## src/rtl/cpu_pkg.sv

```systemverilog
// Shared definitions for the instruction sequencer: state encoding, the
// latched instruction class bundle and the default parameter values.
package cpu_pkg;

    typedef enum logic [2:0] {
        ST_IDLE   = 3'd0,
        ST_FETCH  = 3'd1,
        ST_DECODE = 3'd2,
        ST_EXEC   = 3'd3,
        ST_UPDATE = 3'd4,
        ST_HALT   = 3'd5,
        ST_FAULT  = 3'd6
    } state_t;

    typedef struct packed {
        logic jump;
        logic branch_z;
        logic halt;
    } iclass_t;

    localparam int unsigned TIMEOUT_DEFAULT = 16;
    localparam int unsigned CNT_W_DEFAULT   = 16;

endpackage

```

## src/rtl/instr_sequencer_if.sv

```systemverilog
// Memory, decoder, datapath and PC strobe signals that the sequencer
// exchanges with the rest of the processor.
interface instr_sequencer_if;

    logic mem_rd;
    logic mem_ready;
    logic ir_load;
    logic is_jump;
    logic is_branch_z;
    logic is_halt;
    logic z_flag;
    logic exec_stall;
    logic exec_en;
    logic pc_inc;
    logic pc_load;

    modport master (
        output mem_rd, ir_load, exec_en, pc_inc, pc_load,
        input  mem_ready, is_jump, is_branch_z, is_halt, z_flag, exec_stall
    );

    modport slave (
        input  mem_rd, ir_load, exec_en, pc_inc, pc_load,
        output mem_ready, is_jump, is_branch_z, is_halt, z_flag, exec_stall
    );

endinterface

```

## src/rtl/instr_sequencer_fetch_watchdog.sv

```systemverilog
// Counts consecutive FETCH cycles without memory data and flags the
// TIMEOUT-th such cycle. TIMEOUT of 0 disables the watchdog.
module fetch_watchdog
    import cpu_pkg::*;
#(
    parameter int unsigned TIMEOUT = TIMEOUT_DEFAULT
) (
    input  logic clk,
    input  logic reset,
    input  logic clr,
    input  logic cnt_en,
    output logic expired
);

    localparam int unsigned W = (TIMEOUT < 2) ? 1 : $clog2(TIMEOUT);
    localparam logic [W-1:0] LAST = W'(TIMEOUT - 1);

    logic [W-1:0] cnt_q, cnt_d;

    always_comb begin
        cnt_d = cnt_q;
        if (clr) begin
            cnt_d = '0;
        end else if (cnt_en) begin
            cnt_d = cnt_q + 1'b1;
        end
    end

    // The counter holds the number of prior waits, so LAST marks the TIMEOUT-th wait.
    always_comb begin
        expired = (TIMEOUT != 0) && cnt_en && !clr && (cnt_q == LAST);
    end

    always_ff @(posedge clk) begin
        if (reset) begin
            cnt_q <= '0;
        end else begin
            cnt_q <= cnt_d;
        end
    end

endmodule

```

## src/rtl/instr_sequencer.sv

```systemverilog
// Four-phase instruction sequencer (FETCH, DECODE, EXEC, UPDATE) driving the
// IR load, execute enable and PC strobes, with halt and fetch-timeout fault.
module instr_sequencer
    import cpu_pkg::*;
#(
    parameter int unsigned TIMEOUT = TIMEOUT_DEFAULT,
    parameter int unsigned CNT_W   = CNT_W_DEFAULT
) (
    input  logic               clk,
    input  logic               reset,
    input  logic               start,
    instr_sequencer_if.master  bus,
    output logic [2:0]         state,
    output logic               busy,
    output logic               halted,
    output logic               fault,
    output logic [CNT_W-1:0]   instr_count
);

    state_t           state_q, state_d;
    iclass_t          cls_q, cls_d;
    logic [CNT_W-1:0] cnt_q, cnt_d;
    logic             wd_expired;
    logic             take_load;

    fetch_watchdog #(
        .TIMEOUT (TIMEOUT)
    ) u_watchdog (
        .clk     (clk),
        .reset   (reset),
        .clr     (state_q != ST_FETCH),
        .cnt_en  ((state_q == ST_FETCH) && !bus.mem_ready),
        .expired (wd_expired)
    );

    always_comb begin
        state_d = state_q;
        cls_d   = cls_q;
        cnt_d   = cnt_q;
        case (state_q)
            ST_IDLE:   if (start) state_d = ST_FETCH;
            ST_FETCH: begin
                if (bus.mem_ready) begin
                    state_d = ST_DECODE;
                end else if (wd_expired) begin
                    state_d = ST_FAULT;
                end
            end
            ST_DECODE: begin
                cls_d   = '{jump: bus.is_jump, branch_z: bus.is_branch_z, halt: bus.is_halt};
                state_d = ST_EXEC;
            end
            ST_EXEC:   if (!bus.exec_stall) state_d = ST_UPDATE;
            ST_UPDATE: begin
                cnt_d   = cnt_q + 1'b1;
                state_d = cls_q.halt ? ST_HALT : ST_FETCH;
            end
            ST_HALT:   if (start) state_d = ST_FETCH;
            ST_FAULT:  state_d = ST_FAULT;
            default:   state_d = ST_IDLE;
        endcase
    end

    // PC strobes are gated by reset so an UPDATE cut short by reset leaves the PC untouched.
    always_comb begin
        take_load   = cls_q.jump || (cls_q.branch_z && bus.z_flag);
        bus.mem_rd  = (state_q == ST_FETCH);
        bus.ir_load = (state_q == ST_FETCH) && bus.mem_ready;
        bus.exec_en = (state_q == ST_EXEC);
        bus.pc_load = (state_q == ST_UPDATE) && !cls_q.halt && take_load && !reset;
        bus.pc_inc  = (state_q == ST_UPDATE) && !cls_q.halt && !take_load && !reset;
        state       = state_q;
        busy        = (state_q == ST_FETCH) || (state_q == ST_DECODE) ||
                      (state_q == ST_EXEC)  || (state_q == ST_UPDATE);
        halted      = (state_q == ST_HALT);
        fault       = (state_q == ST_FAULT);
        instr_count = cnt_q;
    end

    always_ff @(posedge clk) begin
        if (reset) begin
            state_q <= ST_IDLE;
            cls_q   <= '0;
            cnt_q   <= '0;
        end else begin
            state_q <= state_d;
            cls_q   <= cls_d;
            cnt_q   <= cnt_d;
        end
    end

endmodule
```

## src/flat_wrapper.sv

```systemverilog
// flat-port wrapper written by rule: the top's interface ports become plain ports
module instr_sequencer_flat import cpu_pkg::*;
#(
    parameter int unsigned TIMEOUT = TIMEOUT_DEFAULT,
    parameter int unsigned CNT_W   = CNT_W_DEFAULT
)
  (clk, reset, start, state, busy, halted, fault, instr_count, bus_mem_rd, bus_ir_load, bus_exec_en, bus_pc_inc, bus_pc_load, bus_mem_ready, bus_is_jump, bus_is_branch_z, bus_is_halt, bus_z_flag, bus_exec_stall);
  instr_sequencer_if bus_i ();
  input  logic clk;
  input  logic reset;
  input  logic start;
  output logic [2:0] state;
  output logic busy;
  output logic halted;
  output logic fault;
  output logic [CNT_W-1:0] instr_count;
  output wire logic [$bits(bus_i.mem_rd)-1:0] bus_mem_rd;
  output wire logic [$bits(bus_i.ir_load)-1:0] bus_ir_load;
  output wire logic [$bits(bus_i.exec_en)-1:0] bus_exec_en;
  output wire logic [$bits(bus_i.pc_inc)-1:0] bus_pc_inc;
  output wire logic [$bits(bus_i.pc_load)-1:0] bus_pc_load;
  input wire logic [$bits(bus_i.mem_ready)-1:0] bus_mem_ready;
  input wire logic [$bits(bus_i.is_jump)-1:0] bus_is_jump;
  input wire logic [$bits(bus_i.is_branch_z)-1:0] bus_is_branch_z;
  input wire logic [$bits(bus_i.is_halt)-1:0] bus_is_halt;
  input wire logic [$bits(bus_i.z_flag)-1:0] bus_z_flag;
  input wire logic [$bits(bus_i.exec_stall)-1:0] bus_exec_stall;
  assign bus_mem_rd = bus_i.mem_rd;
  assign bus_ir_load = bus_i.ir_load;
  assign bus_exec_en = bus_i.exec_en;
  assign bus_pc_inc = bus_i.pc_inc;
  assign bus_pc_load = bus_i.pc_load;
  assign bus_i.mem_ready = bus_mem_ready;
  assign bus_i.is_jump = bus_is_jump;
  assign bus_i.is_branch_z = bus_is_branch_z;
  assign bus_i.is_halt = bus_is_halt;
  assign bus_i.z_flag = bus_z_flag;
  assign bus_i.exec_stall = bus_exec_stall;
  instr_sequencer #(.TIMEOUT(TIMEOUT), .CNT_W(CNT_W)) u_core (.clk(clk), .reset(reset), .start(start), .bus(bus_i), .state(state), .busy(busy), .halted(halted), .fault(fault), .instr_count(instr_count));
endmodule
```

## config.mk

```make
export PLATFORM = sky130hd
export DESIGN_NAME = instr_sequencer_flat
export DESIGN_NICKNAME = d
export VERILOG_FILES = /design/src/rtl/cpu_pkg.sv /design/src/rtl/instr_sequencer_if.sv /design/src/rtl/instr_sequencer_fetch_watchdog.sv /design/src/rtl/instr_sequencer.sv /design/src/flat_wrapper.sv
export SDC_FILE = /design/constraint.sdc
export NUM_CORES = 1
export LEC_CHECK = 0
export BUFFER_PORTS_ARGS = -buffer_cell sky130_fd_sc_hd__buf_2
export CORE_MARGIN = 2
export CORE_UTILIZATION = 48
export DETAILED_ROUTE_END_ITERATION = 10
export GPL_TIMING_DRIVEN = 0
export PLACE_DENSITY = 0.83
export SYNTH_ARGS = -nofsm -noshare
export SYNTH_HDL_FRONTEND = slang
export SYNTH_SLANG_ARGS = --single-unit
```

## constraint.sdc

```tcl
create_clock -name clk -period 2.85 [get_ports clk]
set_input_delay 0.57 -clock clk [delete_from_list [all_inputs] [get_ports clk]]
set_output_delay 0.57 -clock clk [all_outputs]
set_load 0.01 [all_outputs]
```

==> flow_summary.rst <==
.. list-table::
   :header-rows: 1

   * - Metric
     - Value
   * - Result of the run
     - finished, final reports clean
   * - Post-synthesis cell count
     - 145
   * - Vias per Instance
     - 5.55
   * - Simple-gate share of the synthesized area
     - 27.5%
   * - Reg clk slew, reported paths
     - 0.14 ns
   * - Count of port buffers added during placement
     - 34
   * - Core Footprint
     - 2480 µm²
   * - Last weighted congestion value of the routability-driven placer
     - 0.828
   * - PostCTS Resize Cnt
     - 0
   * - Global-route wire length before repair
     - 4510 µm
   * - DRT Wirelength
     - 2880 µm
   * - Global routing usage summed across all routing layers
     - 21.2%
   * - Main combinational cell family by area after synthesis
     - simple AND/OR/NAND/NOR gates
   * - Area fraction in compound gates after synthesis
     - 10.2%
   * - Proportion of power drawn by flip-flops and latches
     - 57.1%
   * - Max Buffers Root-to-Sink
     - 2
   * - Total congestion overflow after global routing
     - 0
   * - Die Height
     - 55.0 µm
   * - Vias in the first global route
     - 1123
   * - Growth of design area from synthesis to finish
     - 19.6%
   * - Share of final-layout standard cells stronger than drive strength 1
     - 22.4%
   * - Number of failing setup endpoints in the final timing report
     - 0
   * - Worst setup EP type
     - primary output
   * - Internal power
     - 0.000491 W
   * - Total setup buffers inserted after CTS
     - 0
   * - Sequential cell area
     - 520 µm²
   * - Boundary pin count
     - 36
   * - Max frequency
     - 432 MHz
   * - Switching share of power
     - 27.0%
   * - Starting density of the core
     - 50.3%
   * - Buffer type at the clock tree root
     - sky130_fd_sc_hd__clkbuf_4
   * - Antenna diode count
     - 0
   * - Max Cap Viol
     - 0
   * - Area share of fa/ha/maj cells after synthesis
     - 2.01%
   * - NumNets Final
     - 195
   * - Post-synthesis register bit count
     - 26
   * - Average wire per cell in the routed design
     - 13.5 µm
   * - TritonCTS clock tree
     - done
   * - Fin. Hold Viols
     - 0
   * - HPWL Detailed
     - 2180 µm
   * - Combinational share of power
     - 14.6%
   * - Final worst hold slack
     - 0.470 ns
   * - Clock network fraction of total power
     - 28.3%
   * - Synth Cell Area
     - 1250 µm²
   * - Number of CTS-inserted buffers
     - 3
   * - Switching component of the power
     - 0.000182 W
   * - Final cell count without fillers
     - 213
   * - Signal arrival time at the worst endpoint
     - 1.74 ns
   * - Startpoint types
     - flip-flop
   * - Worst-skew pair later-pin latency
     - 0.33 ns
   * - Critical-path maximum fanout
     - 7
   * - Number of inserted filler cells in the final layout
     - 247
   * - Number of detailed-route iterations in the first pass
     - 4
   * - Maximum number of pins on one net before global-route repair
     - 15
   * - Most frequent standard cell in the layout excluding fill and tap cells
     - sky130_fd_sc_hd__buf_2
   * - Number of hold buffers added after cts
     - 0
   * - Synth cell types
     - 36
   * - Final period util
     - 81.2%
   * - Top library cells by usage in the layout, fill and taps aside
     - 36 x sky130_fd_sc_hd__buf_2, 26 x sky130_fd_sc_hd__dfxtp_1, 21 x sky130_fd_sc_hd__nor2_1, 8 x sky130_fd_sc_hd__a21oi_1
   * - Final Max Slew Viols
     - 0
   * - Total negative slack for setup checks
     - 0 ns
   * - Die footprint
     - 3020 µm²
   * - Final period demand of the worst path
     - 2.31 ns
   * - RSZ-0062 raised after global routing
     - no
   * - Footprint of the multi-input gates
     - 659 µm²
   * - Number of core rows
     - 18
   * - Net count after synthesis
     - 156
   * - Count of H-tree levels built during CTS
     - 1
   * - Tightest slew margin relative to the limit
     - 64.9%
   * - Post-place instance area
     - 1450 µm²
   * - DRC violation count after routing
     - 0
   * - Number of placed instances with taps included
     - 209
   * - Multiplexer area fraction after synthesis
     - 4.02%
   * - Count of vias placed by the detailed router
     - 1182
   * - Yosys warning count
     - 0
   * - Power density normalized to cell area
     - 452 nW/µm²
   * - Xor and xnor area share after synthesis
     - 9.14%
   * - Setup Crit Path Kind
     - reg2out
   * - Design area
     - 1490 µm²
   * - Pleak
     - 0.618 nW
   * - Final antenna-violating net count
     - 0
   * - Max IR drop VDD
     - 291 µV
   * - Share of the core filled with cells in the final layout
     - 60.2%
   * - Initial antenna violation count
     - 0
   * - Clock net sink count
     - 26
   * - Register area share after synthesis
     - 41.8%
   * - Iter 0 DRT Violations
     - 14
   * - Post-Route Skew
     - 0.00450 ns
   * - X dimension of the die
     - 55.0 µm
   * - Least-Margin Pin Slew
     - 0.523 ns
   * - Synthesized area per cell
     - 8.59 µm²
   * - Hold crit path type
     - in2reg
   * - Critical Path RT
     - 2.28 ns
-- synthesized netlist by cell type --
master	number	area share [%]
sky130_fd_sc_hd__a21oi_1	8	3.2
sky130_fd_sc_hd__a311oi_1	1	0.70
sky130_fd_sc_hd__nor2_1	21	6.3
sky130_fd_sc_hd__dfxtp_1	26	42
sky130_fd_sc_hd__ha_1	2	2.0
sky130_fd_sc_hd__nand3_1	5	2.0
sky130_fd_sc_hd__nor3_1	4	1.6
sky130_fd_sc_hd__a2111oi_0	1	0.70
sky130_fd_sc_hd__buf_2	2	0.80
sky130_fd_sc_hd__or2_1	1	0.50
sky130_fd_sc_hd__a211oi_1	1	0.60
sky130_fd_sc_hd__clkbuf_1	7	2.1
sky130_fd_sc_hd__nand2_1	4	1.2
sky130_fd_sc_hd__mux2i_1	5	4.0
sky130_fd_sc_hd__or3_1	5	2.5
sky130_fd_sc_hd__nand4_1	5	2.5
sky130_fd_sc_hd__nor4bb_1	2	1.6
sky130_fd_sc_hd__buf_6	1	0.90
sky130_fd_sc_hd__o21ai_0	6	2.4
sky130_fd_sc_hd__and4_1	2	1.4
sky130_fd_sc_hd__xor2_1	7	4.9
sky130_fd_sc_hd__nor3b_1	2	1.2
sky130_fd_sc_hd__nor4_1	2	1.0
sky130_fd_sc_hd__o311ai_0	1	0.70
sky130_fd_sc_hd__o31ai_1	2	1.2
sky130_fd_sc_hd__o31a_1	1	0.70
sky130_fd_sc_hd__nor2b_1	1	0.50
sky130_fd_sc_hd__nand2b_1	1	0.50
sky130_fd_sc_hd__xnor2_1	6	4.2
sky130_fd_sc_hd__inv_1	4	1.2
sky130_fd_sc_hd__or4_1	2	1.2
sky130_fd_sc_hd__buf_1	1	0.30
sky130_fd_sc_hd__or3b_1	1	0.70
sky130_fd_sc_hd__and3_1	3	1.5
sky130_fd_sc_hd__nor4b_1	1	0.70
sky130_fd_sc_hd__and2_1	1	0.50
-- worst max-delay path, cell delays in order (launching register included) --
cell and delay, ns:
sky130_fd_sc_hd__dfxtp_1 0.40, sky130_fd_sc_hd__or3b_1 0.42, sky130_fd_sc_hd__buf_6 0.16, sky130_fd_sc_hd__nor4b_1 0.26, sky130_fd_sc_hd__buf_2 0.18
-- state kept, by name, indices dropped and copies added (netlist names) --
name,flops
u_core.instr_count,16
u_core.u_watchdog.cnt_q,4
u_core.cls_q,3
u_core.state,3
-- cells by family (layout without fill, tap and decap cells) --
| family | count (synthesis) | count (layout) |
|---|---|---|
| AND/OR/NAND/NOR | 63 | 63 |
| buffers and inverters | 15 | 53 |
| multiplexers | 5 | 5 |
| flip-flops | 26 | 26 |
| adder cells (fa/ha/maj) | 2 | 2 |
| AO/OA/AOI/OAI | 21 | 21 |
| XOR/XNOR | 13 | 13 |
-- worst paths after layout --
kind	from	end	slack, ns	depth (start not counted)
setup reg to reg	u_core.state[1]	u_core.instr_count[11]	0.85	6
hold / removal	bus_is_halt	u_core.cls_q[0]	0.47	3
hold reg to reg	u_core.instr_count[15]	u_core.instr_count[15]	0.52	2
setup / recovery	u_core.state[1]	bus_pc_inc	0.54	4
-- layout make-up --
| cell class | instances | area share (%) |
|---|---|---|
| multi-input combinational | 104 | 44.2 |
| sequential | 26 | 34.9 |
| timing repair buffer | 34 | 11.4 |
| buffer | 11 | 3.44 |
| tap | 30 | 2.52 |
| clock buffer | 4 | 2.43 |
| inverter | 4 | 1.01 |
-- through the flow --
stage | setup slack [ns] | power [W]
2_1_floorplan | 0.925 | 0.000454
3_3_place_gp | 0.926 | 0.000484
3_5_place_dp | 0.882 | 0.000489
4_1_cts | 0.519 | 0.000679
5_1_grt | 0.448 | 0.000701
6_report | 0.536 | 0.000673
-- power by group through the flow --
stage / clock network (W) / registers, W / logic, W
floorplan: 0 / 0.000392 / 0.0000621
global placement: 0 / 0.000391 / 0.0000927
detailed placement: 0 / 0.000393 / 0.0000967
CTS: 0.000197 / 0.000384 / 0.0000977
global route: 0.000205 / 0.000386 / 0.000110
finish: 0.000191 / 0.000384 / 0.0000985
-- routing by layer --
metal / global-route usage, % / routed length [µm]
met4: 13.8 / 82
met2: 37.1 / 1450
met1: 24.2 / 1230
met3: 2.69 / 117
met5: 0 / 0
(Power assumes the default switching activity.)
